$ cat src/rtl/uart_tx_arbiter_if.sv
// Requester/transmitter-side signal bundle for uart_tx_arbiter.
// The master modport is the requester side; the slave modport is the arbiter.
interface uart_tx_arbiter_if #(
   parameter int DATA_WIDTH = 8,
   parameter int NUM_REQ    = 4
);
   localparam int ID_W = $clog2(NUM_REQ);

   logic [NUM_REQ-1:0]            req_valid;
   logic [NUM_REQ*DATA_WIDTH-1:0] req_data;
   logic [NUM_REQ-1:0]            req_ready;
   logic                          tx_valid;
   logic [DATA_WIDTH-1:0]         tx_data;
   logic                          busy;
   logic [ID_W-1:0]               grant_id;

   modport master (
      output req_valid,
      output req_data,
      input  req_ready,
      input  tx_valid,
      input  tx_data,
      input  busy,
      input  grant_id
   );

   modport slave (
      input  req_valid,
      input  req_data,
      output req_ready,
      output tx_valid,
      output tx_data,
      output busy,
      output grant_id
   );
endinterface

$ cat src/rtl/uart_tx_arbiter.sv
// Shares one UART transmitter among NUM_REQ requesters, timing each frame itself.
// Define UART_ARB_RR_EN for round-robin arbitration; fixed lowest-index priority otherwise.
module uart_tx_arbiter #(
   parameter int DATA_WIDTH   = 8,
   parameter int NUM_REQ      = 4,
   parameter int CLKS_PER_BIT = 43,
   parameter int FRAME_BITS   = 10
) (
   input  logic                i_t_clk,
   input  logic                i_t_rst,
   uart_tx_arbiter_if.slave    io_arb
);
   localparam int ID_W       = $clog2(NUM_REQ);
   localparam int ID_W1      = ID_W + 1;
   localparam int FRAME_CLKS = FRAME_BITS * CLKS_PER_BIT;
   localparam int CNT_W      = $clog2(FRAME_CLKS);
   localparam logic [CNT_W-1:0] CNT_LOAD = CNT_W'(FRAME_CLKS - 1);

   typedef enum logic [1:0] {
      ST_IDLE   = 2'd0,
      ST_LAUNCH = 2'd1,
      ST_HOLD   = 2'd2
   } state_t;

   state_t                r_state;
   logic [CNT_W-1:0]      r_cnt;
   logic                  r_tx_valid;
   logic [DATA_WIDTH-1:0] r_tx_data;
   logic                  r_busy;
   logic [ID_W-1:0]       r_grant_id;

   logic [DATA_WIDTH-1:0] w_byte [NUM_REQ];
   logic [ID_W-1:0]       w_cand [NUM_REQ];
   logic                  w_found;
   logic [ID_W-1:0]       w_winner;
   logic                  w_transfer;

`ifdef UART_ARB_RR_EN
   logic [ID_W-1:0]       r_ptr;
`endif

   genvar gi;
   generate
      for (gi = 0; gi < NUM_REQ; gi++) begin : g_req
         assign w_byte[gi] = io_arb.req_data[gi*DATA_WIDTH +: DATA_WIDTH];
`ifdef UART_ARB_RR_EN
         // Candidate gi is the requester gi places after the pointer, wrapped.
         logic [ID_W1-1:0] w_sum;
         assign w_sum = {1'b0, r_ptr} + ID_W1'(gi);
         assign w_cand[gi] = (w_sum >= ID_W1'(NUM_REQ)) ? ID_W'(w_sum - ID_W1'(NUM_REQ))
                                                          : w_sum[ID_W-1:0];
`else
         assign w_cand[gi] = ID_W'(gi);
`endif
         assign io_arb.req_ready[gi] = w_transfer && (w_winner == ID_W'(gi));
      end
   endgenerate

   // First valid candidate in search order wins; re-evaluated every cycle.
   always_comb begin
      w_found  = 1'b0;
      w_winner = '0;
      for (int k = 0; k < NUM_REQ; k++) begin
         if (!w_found && io_arb.req_valid[w_cand[k]]) begin
            w_found  = 1'b1;
            w_winner = w_cand[k];
         end
      end
   end

   assign w_transfer = (r_state == ST_IDLE) && w_found;

   always_ff @(posedge i_t_clk or posedge i_t_rst) begin
      if (i_t_rst) begin
         r_state    <= ST_IDLE;
         r_cnt      <= '0;
         r_tx_valid <= 1'b0;
         r_tx_data  <= '0;
         r_busy     <= 1'b0;
         r_grant_id <= '0;
      end else begin
         r_tx_valid <= 1'b0;
         case (r_state)
            ST_IDLE: begin
               if (w_transfer) begin
                  r_tx_data  <= w_byte[w_winner];
                  r_grant_id <= w_winner;
                  r_tx_valid <= 1'b1;
                  r_busy     <= 1'b1;
                  r_state    <= ST_LAUNCH;
               end
            end
            ST_LAUNCH: begin
               r_cnt   <= CNT_LOAD;
               r_state <= ST_HOLD;
            end
            ST_HOLD: begin
               // The transmitter has no busy flag, so the frame time is counted here.
               if (r_cnt == '0) begin
                  r_busy  <= 1'b0;
                  r_state <= ST_IDLE;
               end else begin
                  r_cnt <= r_cnt - 1'b1;
               end
            end
            default: begin
               r_busy  <= 1'b0;
               r_state <= ST_IDLE;
            end
         endcase
      end
   end

`ifdef UART_ARB_RR_EN
   always_ff @(posedge i_t_clk or posedge i_t_rst) begin
      if (i_t_rst) begin
         r_ptr <= '0;
      end else if (w_transfer) begin
         r_ptr <= (w_winner == ID_W'(NUM_REQ - 1)) ? '0 : w_winner + 1'b1;
      end
   end
`endif

   assign io_arb.tx_valid = r_tx_valid;
   assign io_arb.tx_data  = r_tx_data;
   assign io_arb.busy     = r_busy;
   assign io_arb.grant_id = r_grant_id;
endmodule
$ cat src/flat_wrapper.sv
// flat-port wrapper written by rule: the top's interface ports become plain ports
module uart_tx_arbiter_flat 
#(
   parameter int DATA_WIDTH   = 8,
   parameter int NUM_REQ      = 4,
   parameter int CLKS_PER_BIT = 43,
   parameter int FRAME_BITS   = 10
)
  (i_t_clk, i_t_rst, io_arb_req_valid, io_arb_req_data, io_arb_req_ready, io_arb_tx_valid, io_arb_tx_data, io_arb_busy, io_arb_grant_id);
  uart_tx_arbiter_if #(.DATA_WIDTH(DATA_WIDTH), .NUM_REQ(NUM_REQ)) io_arb_i ();
  input  logic i_t_clk;
  input  logic i_t_rst;
  input wire logic [$bits(io_arb_i.req_valid)-1:0] io_arb_req_valid;
  input wire logic [$bits(io_arb_i.req_data)-1:0] io_arb_req_data;
  output wire logic [$bits(io_arb_i.req_ready)-1:0] io_arb_req_ready;
  output wire logic [$bits(io_arb_i.tx_valid)-1:0] io_arb_tx_valid;
  output wire logic [$bits(io_arb_i.tx_data)-1:0] io_arb_tx_data;
  output wire logic [$bits(io_arb_i.busy)-1:0] io_arb_busy;
  output wire logic [$bits(io_arb_i.grant_id)-1:0] io_arb_grant_id;
  assign io_arb_i.req_valid = io_arb_req_valid;
  assign io_arb_i.req_data = io_arb_req_data;
  assign io_arb_req_ready = io_arb_i.req_ready;
  assign io_arb_tx_valid = io_arb_i.tx_valid;
  assign io_arb_tx_data = io_arb_i.tx_data;
  assign io_arb_busy = io_arb_i.busy;
  assign io_arb_grant_id = io_arb_i.grant_id;
  uart_tx_arbiter #(.DATA_WIDTH(DATA_WIDTH), .NUM_REQ(NUM_REQ), .CLKS_PER_BIT(CLKS_PER_BIT), .FRAME_BITS(FRAME_BITS)) u_core (.i_t_clk(i_t_clk), .i_t_rst(i_t_rst), .io_arb(io_arb_i));
endmodule
$ cat config.mk
export PLATFORM = sky130hd
export DESIGN_NAME = uart_tx_arbiter_flat
export DESIGN_NICKNAME = d
export VERILOG_FILES = /design/src/rtl/uart_tx_arbiter_if.sv /design/src/rtl/uart_tx_arbiter.sv /design/src/flat_wrapper.sv
export SDC_FILE = /design/constraint.sdc
export NUM_CORES = 1
export LEC_CHECK = 0
export CAP_MARGIN = 5
export CORE_ASPECT_RATIO = 1.25
export CORE_MARGIN = 3
export CORE_UTILIZATION = 47
export CTS_CLUSTER_SIZE = 8
export DETAILED_ROUTE_END_ITERATION = 8
export DONT_BUFFER_PORTS = 1
export PLACE_DENSITY = 0.65
export SYNTH_ARGS = -nofsm -noshare
export SYNTH_HDL_FRONTEND = slang
export SYNTH_SLANG_ARGS = --single-unit
$ cat constraint.sdc
create_clock -name i_t_clk -period 3.9 [get_ports i_t_clk]
set_input_delay 0.195 -clock i_t_clk [delete_from_list [all_inputs] [get_ports i_t_clk]]
set_output_delay 0.195 -clock i_t_clk [all_outputs]
set_load 0.01 [all_outputs]
# Word level (Yosys, flattened, before mapping)
# Index checks and enable logic that the tools add are counted.
[classes]
n_mux = 20
n_addsub = 1
n_bitwise = 2
n_reduce_logical = 19
n_eq_ne = 8
n_lt_le_gt_ge = 1
[ops]
columns = ["op", "n"]
rows = [
  ["$pmux 9 s2", 1],
  ["$bmux 8 s2", 1],
  ["$mux 8", 2],
  ["$logic_not 9->1", 1],
  ["$mux 1", 9],
  ["$mux 9", 1],
  ["$sub 9x1->9 const B", 1],
  ["$logic_and 1x1->1", 8],
  ["$mux 2", 4],
  ["$eq 2x2->1 const B", 3],
  ["$pmux 2 s3", 1],
  ["$reduce_and 2->1", 3],
  ["$eq 2x1->1 const B", 2],
  ["$logic_not 2->1", 2],
  ["$ne 2x1->1 const B", 2],
  ["$ge 3x3->1 const B", 1],
  ["$logic_not 1->1", 3],
  ["$not 2->3", 1],
  ["$pmux 1 s3", 1],
  ["$reduce_and 3->1", 1],
  ["$ne 2x2->1 const B", 1],
  ["$reduce_bool 2->1", 1],
  ["$not 1->1", 1],
]
[word_totals]
elab_cells = 57
register_bits = 23
in_bits = 38

# Depth between registers and ports, before layout
[depth]
ltp_word = 14
depth_mapped = 6
ltp_nobuf = 6

# Least setup slack after synthesis
# No wires, ideal clock.
[synth_path]
kind = "register to register"
start = "register u_core.r_cnt[0]"
end = "register u_core.r_cnt[7]"
stages_incl_launch_ff = 7
arrival_ps = 1872
n_path_buf = 0
synth_period_minus_slack_ps = 2008
setup_ps = 136
slack_ps = 1892
path_cell_list = "dfrtp_1 -> inv_1 -> ha_1 -> nor3b_2 -> a311o_2 -> o31ai_1 -> or3b_2"
[synth_between]
elab_chain_len = 3
word_cells_on_any_way = 6
[synth_rtl]
columns = ["element", "line", "text"]
rows = [
  ["start, declared", "uart_tx_arbiter.sv:26", "logic [CNT_W-1:0] r_cnt;"],
  ["start signal, assigned", "uart_tx_arbiter.sv:103", "r_cnt <= r_cnt - 1'b1;"],
  ["$sub 9x1->9 or $logic_not 9->1 (tied branches)", "uart_tx_arbiter.sv:103, uart_tx_arbiter.sv:99", ""],
  ["$mux 9 or $ne 2x2->1 (tied branches)", "-", ""],
  ["$pmux 9 s2 or $reduce_and 2->1 (tied branches)", "-", ""],
]
# Several ways; a longest one is shown, not always the timed one. The select of a mux whose other input is x is not followed.
# A chain may end at the register's enable or synchronous reset.

# Worst setup path after layout
# Same ends and word-level chain as after synthesis.

==> summary.md <==
| Metric | Value |
|---|---|
| Post-synthesis to final-layout area growth | `3.91%` |
| Synth cell types | `35` |
| Status | `completed` |
| Hold WS | `107 ps` |
| Slew @ Worst Pin | `between 800 and 900 ps` |
| Cell class contributing the biggest share of worst-path delay | `compound AO/OA/AOI/OAI gates` |
| Switching power | `0.000345 W` |
| Synth area leaders | `dfrtp_1 (47%), a21oi_1 (6.2%), nor2_1 (5.2%)` |
| Max_slew headroom | `0.425` |
| Drt wl/cell | `17.8 um` |
| WP buf/inv | `1` |
| Max Cap Viol | `0` |
| 1st-iter DRT viols | `28` |
| Crit Path Max Fanout | `9` |
| Port Buffers | `0` |
| Post-CTS Resized | `0` |
| DR pass1 iterations | `4` |
| Vias in the first global route | `1067` |
| CP peak stage delay | `470 ps` |
| Top cell type's share of synthesized area | `0.473` |
| Final Cycle Share | `0.546` |
| Combinational cell fraction of total power | `0.328` |
| P_leak | `0.538 nW` |
| Worst vdd ir | `341 uV` |
| Unrepaired setup endpoints after global routing | `false` |
| Syn Nets | `168` |
| Die Y-Extent | `62.9 um` |
| Core area | `2450 um^2` |
| CP endpoint kind | `flop` |
| Top FF cell, synth | `dfrtp_1` |
| TritonCTS Sinks | `23` |
| H-tree levels | `1` |
| Setup Viol. Count Final | `0` |
| Commonest cells in the netlist | `dfrtp_1 (23), nor2_1 (17), a21oi_1 (15)` |
| Average size of a mapped cell | `9.44 um^2` |
| Clock Pin Slew Worst Setup and Hold Paths | `about 120 ps` |
| GRT overflow | `0` |
| Full die area | `3240 um^2` |
| #FFs+latches synth | `23` |
| Cells along the critical path | `inv_1 -> ha_1 -> nor3b_2 -> a311o_2 -> o31ai_1 -> or3b_2` |
| Vias | `1011` |
| Synthesized instance count | `approximately 130` |
| Hold buffers post-CTS | `1` |
| Gr usage total | `0.180` |
| Root buf cell | `clkbuf_4` |
| CP Launch Type | `flop` |
| # nets final | `167` |
| CTS tree | `built` |
| Clk_lat worst skew | `300 ps` |
| Crit Path Class | `flop to flop` |
| Fin Clk Skew | `3.25 ps` |
| Internal power | `0.000490 W` |
| Req. time, crit path | `4080 ps` |
| DR DRC count | `0` |
| First-pass GRT wire length | `4570 um` |
| Switching share of power | `0.413` |
| Setup TNS | `0 ps` |
| Final Hold Violating Endpoints | `0` |
| Area leader, netlist | `dfrtp_1` |
| CP arrival | `2310 ps` |
| Final Max Tran Viols | `0` |
| Seq pwr share | `0.546` |
| Initial antenna violation count | `0` |
| Share of cells above drive strength 1 | `0.0630` |
| Die width | `51.5 um` |
| Routed wire length | `approximately 2800 um` |
| Async SR Flop Fraction | `1.00` |
| I/O pin total | `54` |
| Slowest-stage cell, CP | `a311o_2` |
| # Post-CTS Setup Buffers | `0` |
| Total CTS buffers | `3` |
| Fin crit period | `2130 ps` |
| ANT cells | `0` |
| Number of routed nets with antenna violations | `0` |
| F_max | `470 MHz` |
| Cell Rows | `20` |
| Via density | `6.32` |
| YS warnings | `0` |
| Pwr dens | `around 660 nW/um^2` |
| Number of synthesized flops with an enable pin | `0` |
| Clock network power share | `0.127` |
| RePlAce Congestion | `between 0.8 and 0.9` |
| Largest net degree at the start of global routing | `24` |
| Most frequent cell after synthesis | `dfrtp_1` |
| Clk buf depth | `2` |
| Initial Util | `0.496` |
| Seq/Total Area, Yosys | `0.473` |
| Hpwl dp | `2120 um` |
| Synth Cell Area | `1220 um^2` |
| Worst hold path class | `primary input to flop` |
## flip-flops by register name, summed over array words and instances, names as in the netlist
signal,count
u_core.io_arb.busy,1
u_core.r_state,2
u_core.io_arb.grant_id,2
u_core.io_arb.tx_data,8
u_core.r_cnt,9
u_core.io_arb.tx_valid,1
## logic make-up (layout without fill, tap and decap cells)
family / after synthesis / count (layout) / share of synthesized area
simple gates: 41 / 41 / 0.168
flops: 23 / 23 / 0.473
buf+inv: 16 / 14 / 0.0524
compound gates: 45 / 45 / 0.272
fa+ha+maj: 1 / 1 / 0.0103
mux: 3 / 3 / 0.0247
## layer usage
metal,vias to the layer above,share of wire,track usage
met4,0,0.015,0.0754
met1,477,0.41,0.208
li1,480,-,-
met3,6,0.069,0.0334
met5,-,0,0
met2,48,0.51,0.317
## cells in the final DEF, fill, tap and decap left out, types with 3 or more instances in the layout
| cell type | n |
|---|---|
| nor4_1 | 3 |
| clkbuf_4 | 3 |
| nor2_1 | 17 |
| inv_1 | 9 |
| nand2_1 | 7 |
| mux2i_1 | 3 |
| a21oi_1 | 15 |
| a221o_1 | 3 |
| a222oi_1 | 5 |
| a22o_1 | 5 |
| o21ai_0 | 3 |
| dfrtp_1 | 23 |
| a22oi_1 | 3 |
## power by group through the flow
stage          Sequential, W  Combinational (W)  Clock (W)
2_1_floorplan       0.000420           0.000257          0
3_3_place_gp        0.000458           0.000265          0
3_5_place_dp        0.000461           0.000273          0
4_1_cts             0.000456           0.000275   0.000113
5_1_grt             0.000471           0.000322   0.000119
6_report            0.000456           0.000274   0.000106
## layout make-up
type | count | area [um^2]
clock buffers | 4 | 26.3
fillers | 250 | 1190
inverters | 9 | 33.8
multi-input cells | 90 | 578
flip-flops and latches | 23 | 576
well taps | 33 | 41.3
repair buffers | 1 | 10.0
## worst register-to-register path, delay by kind of cell, from the launching register on
kind / cells / cell delay, ps
buffers and inverters: 1 / 50
flip-flops: 1 / 400
AND/OR/NAND/NOR: 2 / 650
AO/OA/AOI/OAI: 2 / 700
adder cells (fa/ha/maj): 1 / 220
## through the flow
step / utilization / area [um^2] / power (W) / worst slack (ps) / instances
after floorplan: - / 1220 / 0.000677 / 1890 / 129
after global placement: 0.501 / 1230 / 0.000723 / 1840 / 155
after detailed placement: 0.501 / 1230 / 0.000734 / 1790 / 155
after CTS: 0.516 / 1260 / 0.000844 / 1780 / 160
after global routing: 0.516 / 1260 / 0.000911 / 1630 / 160
final: 0.516 / 1260 / 0.000835 / 1770 / 160
## worst paths after layout
| path | start | to | slack [ps] | cells past startpoint |
|---|---|---|---|---|
| setup / recovery | u_core.r_cnt[0] | u_core.r_cnt[7] | 1770 | 6 |
| setup reg to reg | u_core.r_cnt[0] | u_core.r_cnt[7] | 1770 | 6 |
| hold reg to reg | u_core.r_cnt[0] | u_core.r_cnt[0] | 510 | 1 |
| min in group asynchronous | i_t_rst | u_core.r_cnt[5] | 500 | 2 |
| hold / removal | io_arb_req_data[9] | u_core.io_arb.tx_data[1] | 110 | 2 |
| max in group asynchronous | i_t_rst | u_core.r_cnt[4] | 2870 | 2 |
No activity file was read; power rests on OpenSTA's default activity.
